**config.mk**
```make
export PLATFORM = sky130hd
export DESIGN_NAME = mips_multi_ctrl
export DESIGN_NICKNAME = d
export VERILOG_FILES = /design/src/rtl/mips_pkg.sv /design/src/rtl/mips_alu_dec.sv /design/src/rtl/mips_multi_ctrl.sv
export SDC_FILE = /design/constraint.sdc
export NUM_CORES = 1
export LEC_CHECK = 0
export CORE_ASPECT_RATIO = 0.7
export CORE_MARGIN = 8
export CORE_UTILIZATION = 47
export CTS_CLUSTER_DIAMETER = 30
export CTS_CLUSTER_SIZE = 16
export DETAILED_ROUTE_END_ITERATION = 7
export PLACE_DENSITY_LB_ADDON = 0.12
export SETUP_SLACK_MARGIN = 0.3
export SLEW_MARGIN = 30
export SYNTH_ARGS = -nofsm -noshare
export SYNTH_HDL_FRONTEND = slang
export SYNTH_SLANG_ARGS = --single-unit
```
**constraint.sdc**
```tcl
create_clock -name clk -period 2.1 [get_ports clk]
set_input_delay 0.42 -clock clk [delete_from_list [all_inputs] [get_ports clk]]
set_output_delay 0.42 -clock clk [all_outputs]
set_load 0.01 [all_outputs]
```
**src/rtl/mips_pkg.sv**
```systemverilog
// Shared constants for the MIPS cores: opcodes, funct codes, ALU encodings, FSM states.
package mips_pkg;

  localparam int unsigned OP_W    = 6;
  localparam int unsigned ALU_W   = 3;
  localparam int unsigned STATE_W = 4;

  // Opcodes of the supported subset
  localparam logic [OP_W-1:0] OP_RTYPE = 6'd0;
  localparam logic [OP_W-1:0] OP_LW    = 6'd35;
  localparam logic [OP_W-1:0] OP_SW    = 6'd43;
  localparam logic [OP_W-1:0] OP_BEQ   = 6'd4;
  localparam logic [OP_W-1:0] OP_J     = 6'd2;

  // R-type funct codes
  localparam logic [OP_W-1:0] FN_ADD = 6'd32;
  localparam logic [OP_W-1:0] FN_SUB = 6'd34;
  localparam logic [OP_W-1:0] FN_AND = 6'd36;
  localparam logic [OP_W-1:0] FN_OR  = 6'd37;

  // ALU operation encodings
  localparam logic [ALU_W-1:0] ALU_ADD = 3'b010;
  localparam logic [ALU_W-1:0] ALU_SUB = 3'b110;
  localparam logic [ALU_W-1:0] ALU_AND = 3'b000;
  localparam logic [ALU_W-1:0] ALU_OR  = 3'b001;

  // Multi-cycle FSM state encodings (visible on the debug port)
  localparam logic [STATE_W-1:0] S_FETCH    = 4'd0;
  localparam logic [STATE_W-1:0] S_DECODE   = 4'd1;
  localparam logic [STATE_W-1:0] S_MEM_ADDR = 4'd2;
  localparam logic [STATE_W-1:0] S_MEM_RD   = 4'd3;
  localparam logic [STATE_W-1:0] S_MEM_WB   = 4'd4;
  localparam logic [STATE_W-1:0] S_MEM_WR   = 4'd5;
  localparam logic [STATE_W-1:0] S_EXEC     = 4'd6;
  localparam logic [STATE_W-1:0] S_R_WB     = 4'd7;
  localparam logic [STATE_W-1:0] S_BRANCH   = 4'd8;
  localparam logic [STATE_W-1:0] S_JUMP     = 4'd9;
  localparam logic [STATE_W-1:0] S_TRAP     = 4'd10;

endpackage

```
**src/rtl/mips_alu_dec.sv**
```systemverilog
// Funct-field ALU decoder, shared by the single- and multi-cycle cores.
module mips_alu_dec
  import mips_pkg::*;
(
  input  logic [OP_W-1:0]  funct_i,
  output logic [ALU_W-1:0] alu_ctrl_o,
  output logic             legal_o
);

  // Map funct to ALU op; unknown functs fall back to add and flag illegal
  always_comb begin
    alu_ctrl_o = ALU_ADD;
    legal_o    = 1'b0;
    case (funct_i)
      FN_ADD: begin alu_ctrl_o = ALU_ADD; legal_o = 1'b1; end
      FN_SUB: begin alu_ctrl_o = ALU_SUB; legal_o = 1'b1; end
      FN_AND: begin alu_ctrl_o = ALU_AND; legal_o = 1'b1; end
      FN_OR:  begin alu_ctrl_o = ALU_OR;  legal_o = 1'b1; end
      default: ;
    endcase
  end

endmodule

```
**src/rtl/mips_multi_ctrl.sv**
```systemverilog
// Main control FSM of the multi-cycle MIPS core, with retire counter and halt flag.
module mips_multi_ctrl
  import mips_pkg::*;
#(
  parameter int unsigned CNT_W = 32
) (
  input  logic               clk,
  input  logic               rst,
  input  logic [OP_W-1:0]    opcode,
  input  logic [OP_W-1:0]    funct,
  input  logic               zero,
  input  logic               mem_ready,
  output logic               pc_en,
  output logic               iord,
  output logic               mem_read,
  output logic               mem_write,
  output logic               ir_write,
  output logic               reg_dst,
  output logic               mem_to_reg,
  output logic               reg_write,
  output logic               alu_src_a,
  output logic [1:0]         alu_src_b,
  output logic [ALU_W-1:0]   alu_ctrl,
  output logic [1:0]         pc_source,
  output logic               halted,
  output logic [CNT_W-1:0]   instr_count,
  output logic [STATE_W-1:0] state
);

  logic [STATE_W-1:0] state_q, state_d;
  logic [ALU_W-1:0]   alu_op_q, alu_op_d;
  logic [CNT_W-1:0]   cnt_q, cnt_d;
  logic               retire_c;
  logic [ALU_W-1:0]   dec_alu_c;
  logic               dec_legal_c;

  mips_alu_dec u_alu_dec (
    .funct_i    (funct),
    .alu_ctrl_o (dec_alu_c),
    .legal_o    (dec_legal_c)
  );

  // Next state and control outputs; everything is held at idle values while in reset
  always_comb begin
    state_d    = state_q;
    alu_op_d   = alu_op_q;
    retire_c   = 1'b0;
    pc_en      = 1'b0;
    iord       = 1'b0;
    mem_read   = 1'b0;
    mem_write  = 1'b0;
    ir_write   = 1'b0;
    reg_dst    = 1'b0;
    mem_to_reg = 1'b0;
    reg_write  = 1'b0;
    alu_src_a  = 1'b0;
    alu_src_b  = 2'b00;
    alu_ctrl   = ALU_ADD;
    pc_source  = 2'b00;
    halted     = 1'b0;
    if (rst) begin
      case (state_q)
        S_FETCH: begin
          mem_read  = 1'b1;
          alu_src_b = 2'b01;
          pc_en     = mem_ready;
          ir_write  = mem_ready;
          if (mem_ready) state_d = S_DECODE;
        end
        S_DECODE: begin
          alu_src_b = 2'b11;
          alu_op_d  = dec_alu_c;
          if (opcode == OP_RTYPE && dec_legal_c)     state_d = S_EXEC;
          else if (opcode == OP_LW || opcode == OP_SW) state_d = S_MEM_ADDR;
          else if (opcode == OP_BEQ)                  state_d = S_BRANCH;
          else if (opcode == OP_J)                    state_d = S_JUMP;
          else                                        state_d = S_TRAP;
        end
        S_EXEC: begin
          alu_src_a = 1'b1;
          alu_ctrl  = alu_op_q;
          state_d   = S_R_WB;
        end
        S_R_WB: begin
          reg_dst   = 1'b1;
          reg_write = 1'b1;
          retire_c  = 1'b1;
          state_d   = S_FETCH;
        end
        S_MEM_ADDR: begin
          alu_src_a = 1'b1;
          alu_src_b = 2'b10;
          state_d   = (opcode == OP_LW) ? S_MEM_RD : S_MEM_WR;
        end
        S_MEM_RD: begin
          iord     = 1'b1;
          mem_read = 1'b1;
          if (mem_ready) state_d = S_MEM_WB;
        end
        S_MEM_WB: begin
          mem_to_reg = 1'b1;
          reg_write  = 1'b1;
          retire_c   = 1'b1;
          state_d    = S_FETCH;
        end
        S_MEM_WR: begin
          iord      = 1'b1;
          mem_write = 1'b1;
          if (mem_ready) begin
            retire_c = 1'b1;
            state_d  = S_FETCH;
          end
        end
        S_BRANCH: begin
          alu_src_a = 1'b1;
          alu_ctrl  = ALU_SUB;
          pc_source = 2'b01;
          pc_en     = zero;
          retire_c  = 1'b1;
          state_d   = S_FETCH;
        end
        S_JUMP: begin
          pc_source = 2'b10;
          pc_en     = 1'b1;
          retire_c  = 1'b1;
          state_d   = S_FETCH;
        end
        S_TRAP: halted = 1'b1;
        default: state_d = S_TRAP;
      endcase
    end
  end

  // Retired-instruction counter, wraps naturally at 2^CNT_W
  always_comb begin
    cnt_d = cnt_q;
    if (retire_c) cnt_d = cnt_q + CNT_W'(1);
  end

  // State, registered ALU op and counter
  always_ff @(posedge clk or negedge rst) begin
    if (!rst) begin
      state_q  <= S_FETCH;
      alu_op_q <= ALU_ADD;
      cnt_q    <= '0;
    end else begin
      state_q  <= state_d;
      alu_op_q <= alu_op_d;
      cnt_q    <= cnt_d;
    end
  end

  assign instr_count = cnt_q;
  assign state       = state_q;

endmodule

```
# Yosys cells after proc, flatten, opt, wreduce, memory -nomap -nowiden
# Cells that the tools add are included.
classes:
  n_reduce_logical: 12
  div_mod_pow: 0
  n_shift: 0
  add_sub_neg: 1
  bitwise: 1
  muxes: 40
  n_eq_ne: 21
  order_cmp: 0
  mul: 0
ops:
  columns: ["cell", "n"]
  rows:
  - ["$eq A6 B6 Y1 const B", 6]
  - ["$add A32 B1 Y32 const B", 1]
  - ["$pmux W4 S8", 1]
  - ["$mux W1", 22]
  - ["$mux W4", 5]
  - ["$eq A4 B3 Y1 const B", 4]
  - ["$eq A4 B4 Y1 const B", 3]
  - ["$pmux W3 S3", 1]
  - ["$eq A4 B2 Y1 const B", 2]
  - ["$mux W2", 4]
  - ["$reduce_or A4 Y1", 2]
  - ["$eq A6 B2 Y1 const B", 1]
  - ["$eq A6 B3 Y1 const B", 1]
  - ["$logic_not A6 Y1", 1]
  - ["$mux W3", 2]
  - ["$ne A2 B2 Y1 const B", 3]
  - ["$pmux W2 S3", 1]
  - ["$pmux W3 S2", 1]
  - ["$reduce_or A2 Y1", 3]
  - ["$reduce_and A5 Y1", 1]
  - ["$eq A4 B1 Y1 const B", 1]
  - ["$logic_not A4 Y1", 1]
  - ["$pmux W2 S2", 1]
  - ["$pmux W1 S3", 1]
  - ["6 further kinds", 6]
totals:
  register_bits: 39
  mem_count: 0
  latch_bits: 0
  word_cells: 78
  input_bits: 16
  romBits: 0
  ramBits: 0
  output_inout_bits: 53

# Logic depth before layout (Yosys ltp)
logic_depth:
  ltp_word: 6
  depth_mapped: 6
  mapped_depth_nobuf: 5

# By module
# Synthesis repeated with hierarchy kept, for this count alone.
hier_totals:
  hier_cells: 231
  area_unflattened_um2: 2318.5
by_module_without_submodules:
  columns: ["module", "seq_area_each_um2", "cells_per_inst", "n_inst", "area_per_inst_um2"]
  rows:
  - ["mips_multi_ctrl", 977.2, 224, 1, 2272.2]
  - ["mips_alu_dec", 0.0, 7, 1, 46.3]

# Worst setup path before layout
# Ideal clock, no wire load.
synth_timing:
  kind: "reg2reg"
  start: "register state_q[1] (netlist: state[1])"
  end: "register cnt_q[23] (netlist: instr_count[23])"
  path_slack_ns: 0.053
  t_arrival_ns: 1.968
  n_path_buf: 1
  stages_incl_launch_ff: 7
  t_required_ns: 2.021
  period_less_slack_ns: 2.047
  setup_time_ns: 0.079
  cell_sequence: "dfrtp_1 -> nor2b_1 -> o32a_1 -> or4b_1 -> buf_4 -> nor4_4 -> xor2_1"
synth_between:
  elab_chain_len: 4
  elab_cells_between_ends: 8
  cone_classes: "5 x eq/ne; 2 x mux; 1 x reduce/logical"
synth_lines:
  columns: ["element", "line", "text"]
  rows:
  - ["start: declaration", "mips_multi_ctrl.sv:30", "logic [STATE_W-1:0] state_q, state_d;"]
  - ["start signal: assignment", "mips_multi_ctrl.sv:147", "state_q <= state_d;"]
  - ["$eq A4 B4 Y1 / $eq A4 B3 Y1 (equally long branches)", "mips_multi_ctrl.sv:62", "case (state_q)"]
  - ["$reduce_or A4 Y1 (no source line)", null, null]
  - ["$pmux W1 S2 *", "mips_multi_ctrl.sv:62", null]
  - ["$mux W1 *", "mips_multi_ctrl.sv:61", "if (rst) begin"]
  - ["end signal: assignment", "mips_multi_ctrl.sv:149", "cnt_q <= cnt_d;"]
  - ["end: declaration", "mips_multi_ctrl.sv:32", "logic [CNT_W-1:0] cnt_q, cnt_d;"]
# Every way passes the cells marked *; elsewhere a longest branch is shown, timed or not.
# A chain may end at the register's enable or synchronous reset.

# Worst setup path in the final report
layout_timing:
  start: "register state_q[3] (netlist: state[3])"
  end: "register cnt_q[29] (netlist: instr_count[29])"
# Same word-level chain as after synthesis.

==> impl_metrics.csv <==
group,metric,value,unit
setup_path,worstPathMaxFanout,6,
synth,synth.largest_area_cell,"dfrtp_1",
die,initial_utilization,0.478,
setup_path,start_kind,"register",
cts,postCtsHoldBufs,0,
cts,cts_tree,"built",
grt,grt_antenna_before_repair,0,
setup_path,critPathTopFamily,"simple AND/OR/NAND/NOR gates",
synth,synthArstFlopShare,1.00,
placement,dp.cells,395,
timing,final-hold-violation-count,0,
cts,cts_sinks,39,
timing,maxSlewViolCount,0,
timing,slew_headroom,0.686,
grt,grt_max_degree,42,
setup_path,arrival,2.37,ns
placement,gp_congestion,0.925,
synth,synth_top_cell_area_share,0.423,
timing,setup_viol,19,
setup_path,required,2.31,ns
status,violations,"negative setup slack",
layout,layout.cells.non_filler,428,
layout,syn2layout_area_growth,74.7,%
synth,synth.top_cells.by_count,"38 x dfrtp_1, 27 x nand2_1, 25 x nor2_1, 19 x xor2_1, 18 x nand3_1",
hold_path,hold_class,"input pin to async pin",
setup_path,reg2reg_depth,6,
cts,clk_path_buf_depth,2,
layout,drive_above_1_share,0.429,
setup_path,crit_buf_inv,1,
pwr,power.density,1030,nW/um2
timing,setup_slack,-0.0599,ns
timing,tightest_slew,0.471,ns
routing,wl_met1,3600,um
pwr,p_leak,1.83,nW
timing,fin_crit,2.16,ns
routing,ant_nets,0,
routing,vias,2559,
pwr,ir_drop,0.805,mV
routing,drc,0,
setup_path,rr_endpoint,"instr_count[29]",
setup_path,worstSetupEndpointType,"register",
synth,syn_area_per_cell,9.14,um2
synth,yosysWarnings,0,
setup_path,cp_slowest_cell,"or4b_4",
cts,numCtsBuffers,5,
layout,fin_nets,387,
setup_path,critPathKind,"register to register",
routing,via_per_inst,5.98,
synth,synth.most_common_cell,"dfrtp_1",
timing,clock_skew,0.00907,ns
die,dieArea,7290,um2
layout,fillCellCount,243,
routing,dr.pass1.iters,6,
routing,dr_wl_met2,4160,um
synth,synth_area_leaders,"dfrtp_1 42%, xor2_1 7.4%, xnor2_1 5.5%, nand2_1 4.5%, nor2_1 4.2%",
synth,synth-edff-count,0,
setup_path,r2r-start,"state[3]",
grt,grt.overflow.total,0,
placement,hpwl,4870,um
routing,initialDrtViolationCount,260,
synth,postSynthCellCount,246,
timing,tns,-0.491,ns
timing,fmax,463,MHz
setup_path,critPathMaxStageDelay,0.55,ns
synth,synth_cell_types,40,
synth,syn_area,2250,um2
synth,synth-seq-cells,39,
die,ios,69,
cts,clock_latency,0.29,ns
die,dieWidth,98.7,um
run,cap_violations,0,
layout,n_antenna_cell,0,
timing,rsz0062_at_grt,"true",
die,die_h,73.9,um
cts,clock-root-buffer,"clkbuf_8",
routing,drt_wl_total,8890,um
cts,clk_pin_slew_worst_paths,0.08,ns
routing,top_layer,"met4",
grt,grtUsageTotal,0.196,
die,rows,21,
grt,grt_pass1_vias,2277,
routing,wire_per_inst,20.8,um
setup_path,reg2reg_slack,-0.06,ns
status,outcome,"complete, but fails checks",
routing,met3_length,784,um
synth,synthesis.nets,263,
cts,htreeDepth,2,
die,core,4700,um2
timing,period_share,1.03,
synth,yosysSeqAreaShare,0.434,
synth,dominantRegCellSynth,"dfrtp_1",
placement,place_ws,-0.453,ns
placement,io_buffers,68,
setup_path,worstPathCellList,"nand2b_4 > o32a_1 > or4b_4 > buf_8 > nor3_2 > xor2_1",
grt,grt_pass1_wl,11300,um
[where the power goes]
group	total (mW)	switching (mW)	internal [mW]
combinational	2.48	1.21	1.27
sequential	1.01	0.153	0.854
clock	0.576	0.275	0.300
total	4.06	1.64	2.42
[per-stage QoR]
stage                     total power, mW  instance area, um2  hold WS [ns]  utilization
after floorplan                      1.64                2260         0.124            -
after global placement               2.45                3210         0.460        0.683
after detailed placement             2.47                3210         0.470        0.683
after CTS                            3.38                3600         0.261        0.765
after global routing                 4.23                3930         0.304        0.836
final                                4.06                3930         0.285        0.836
[flip-flops by register name, summed over array words and instances, names as in the netlist]
| register | count |
|---|---|
| alu_op_q | 3 |
| instr_count | 32 |
| state | 4 |
[routing by layer]
metal  vias up  global-route usage
li1       1115                   -
met1      1241               0.251
met2       163               0.320
met3        40              0.0549
met4         0              0.0457
met5         -                   0
[placed cells by master, fill, tap and decap left out, drive strengths merged, types with 2 or more instances in the layout]
master,count
a21oi,10
and2,2
buf,75
clkbuf,9
clkdlybuf4s50,43
dfrtp,38
dlygate4sd2,3
dlymetal6s2s,3
inv,10
nand2,27
nand2b,6
nand3,18
nand4,9
nor2,25
nor2b,6
nor3,17
nor3b,2
nor4,8
o2111ai,2
o21ai,4
o21bai,2
o31ai,2
o32a,2
xnor2,14
xor2,19
[worst max-delay path by stage]
stage	startpoint	cells after the start	end	slack [ns]
2_1_floorplan	state[1]	6	instr_count[23]	0.08
3_3_place_gp	mem_ready	6	instr_count[28]	-0.38
3_5_place_dp	mem_ready	7	instr_count[23]	-0.45
4_1_cts	state[0]	7	instr_count[23]	-0.005
5_1_grt	state[0]	7	instr_count[19]	-0.14
6_report	state[3]	6	instr_count[29]	-0.06
[kinds of logic (layout without fill, tap and decap cells)]
group	count (synthesis)	after routing	share of synthesized area
adders and majority gates	1	1	0.00556
AOI/OAI and AO/OA	27	27	0.0795
and+or+nand+nor	127	127	0.318
buffers and inverters	19	144	0.0339
DFF	39	39	0.434
xor gates and xnor gates	33	33	0.128
[final cells by class]
type | instances | area, um2 | area share
Inverter | 10 | 37.5 | 0.00955
Sequential cell | 39 | 986 | 0.251
Timing Repair Buffer | 126 | 1150 | 0.293
Clock buffer | 8 | 100 | 0.0255
Tap cell | 57 | 71.3 | 0.0181
Multi-Input combinational cell | 188 | 1590 | 0.403
[repair_timing]
item	CTS	global route
pin swaps	26	24
resized for setup	135	61
setup buffers	12	13
setup endpoints to repair	51	61
Note: power is estimated with default switching activity, not from simulation.
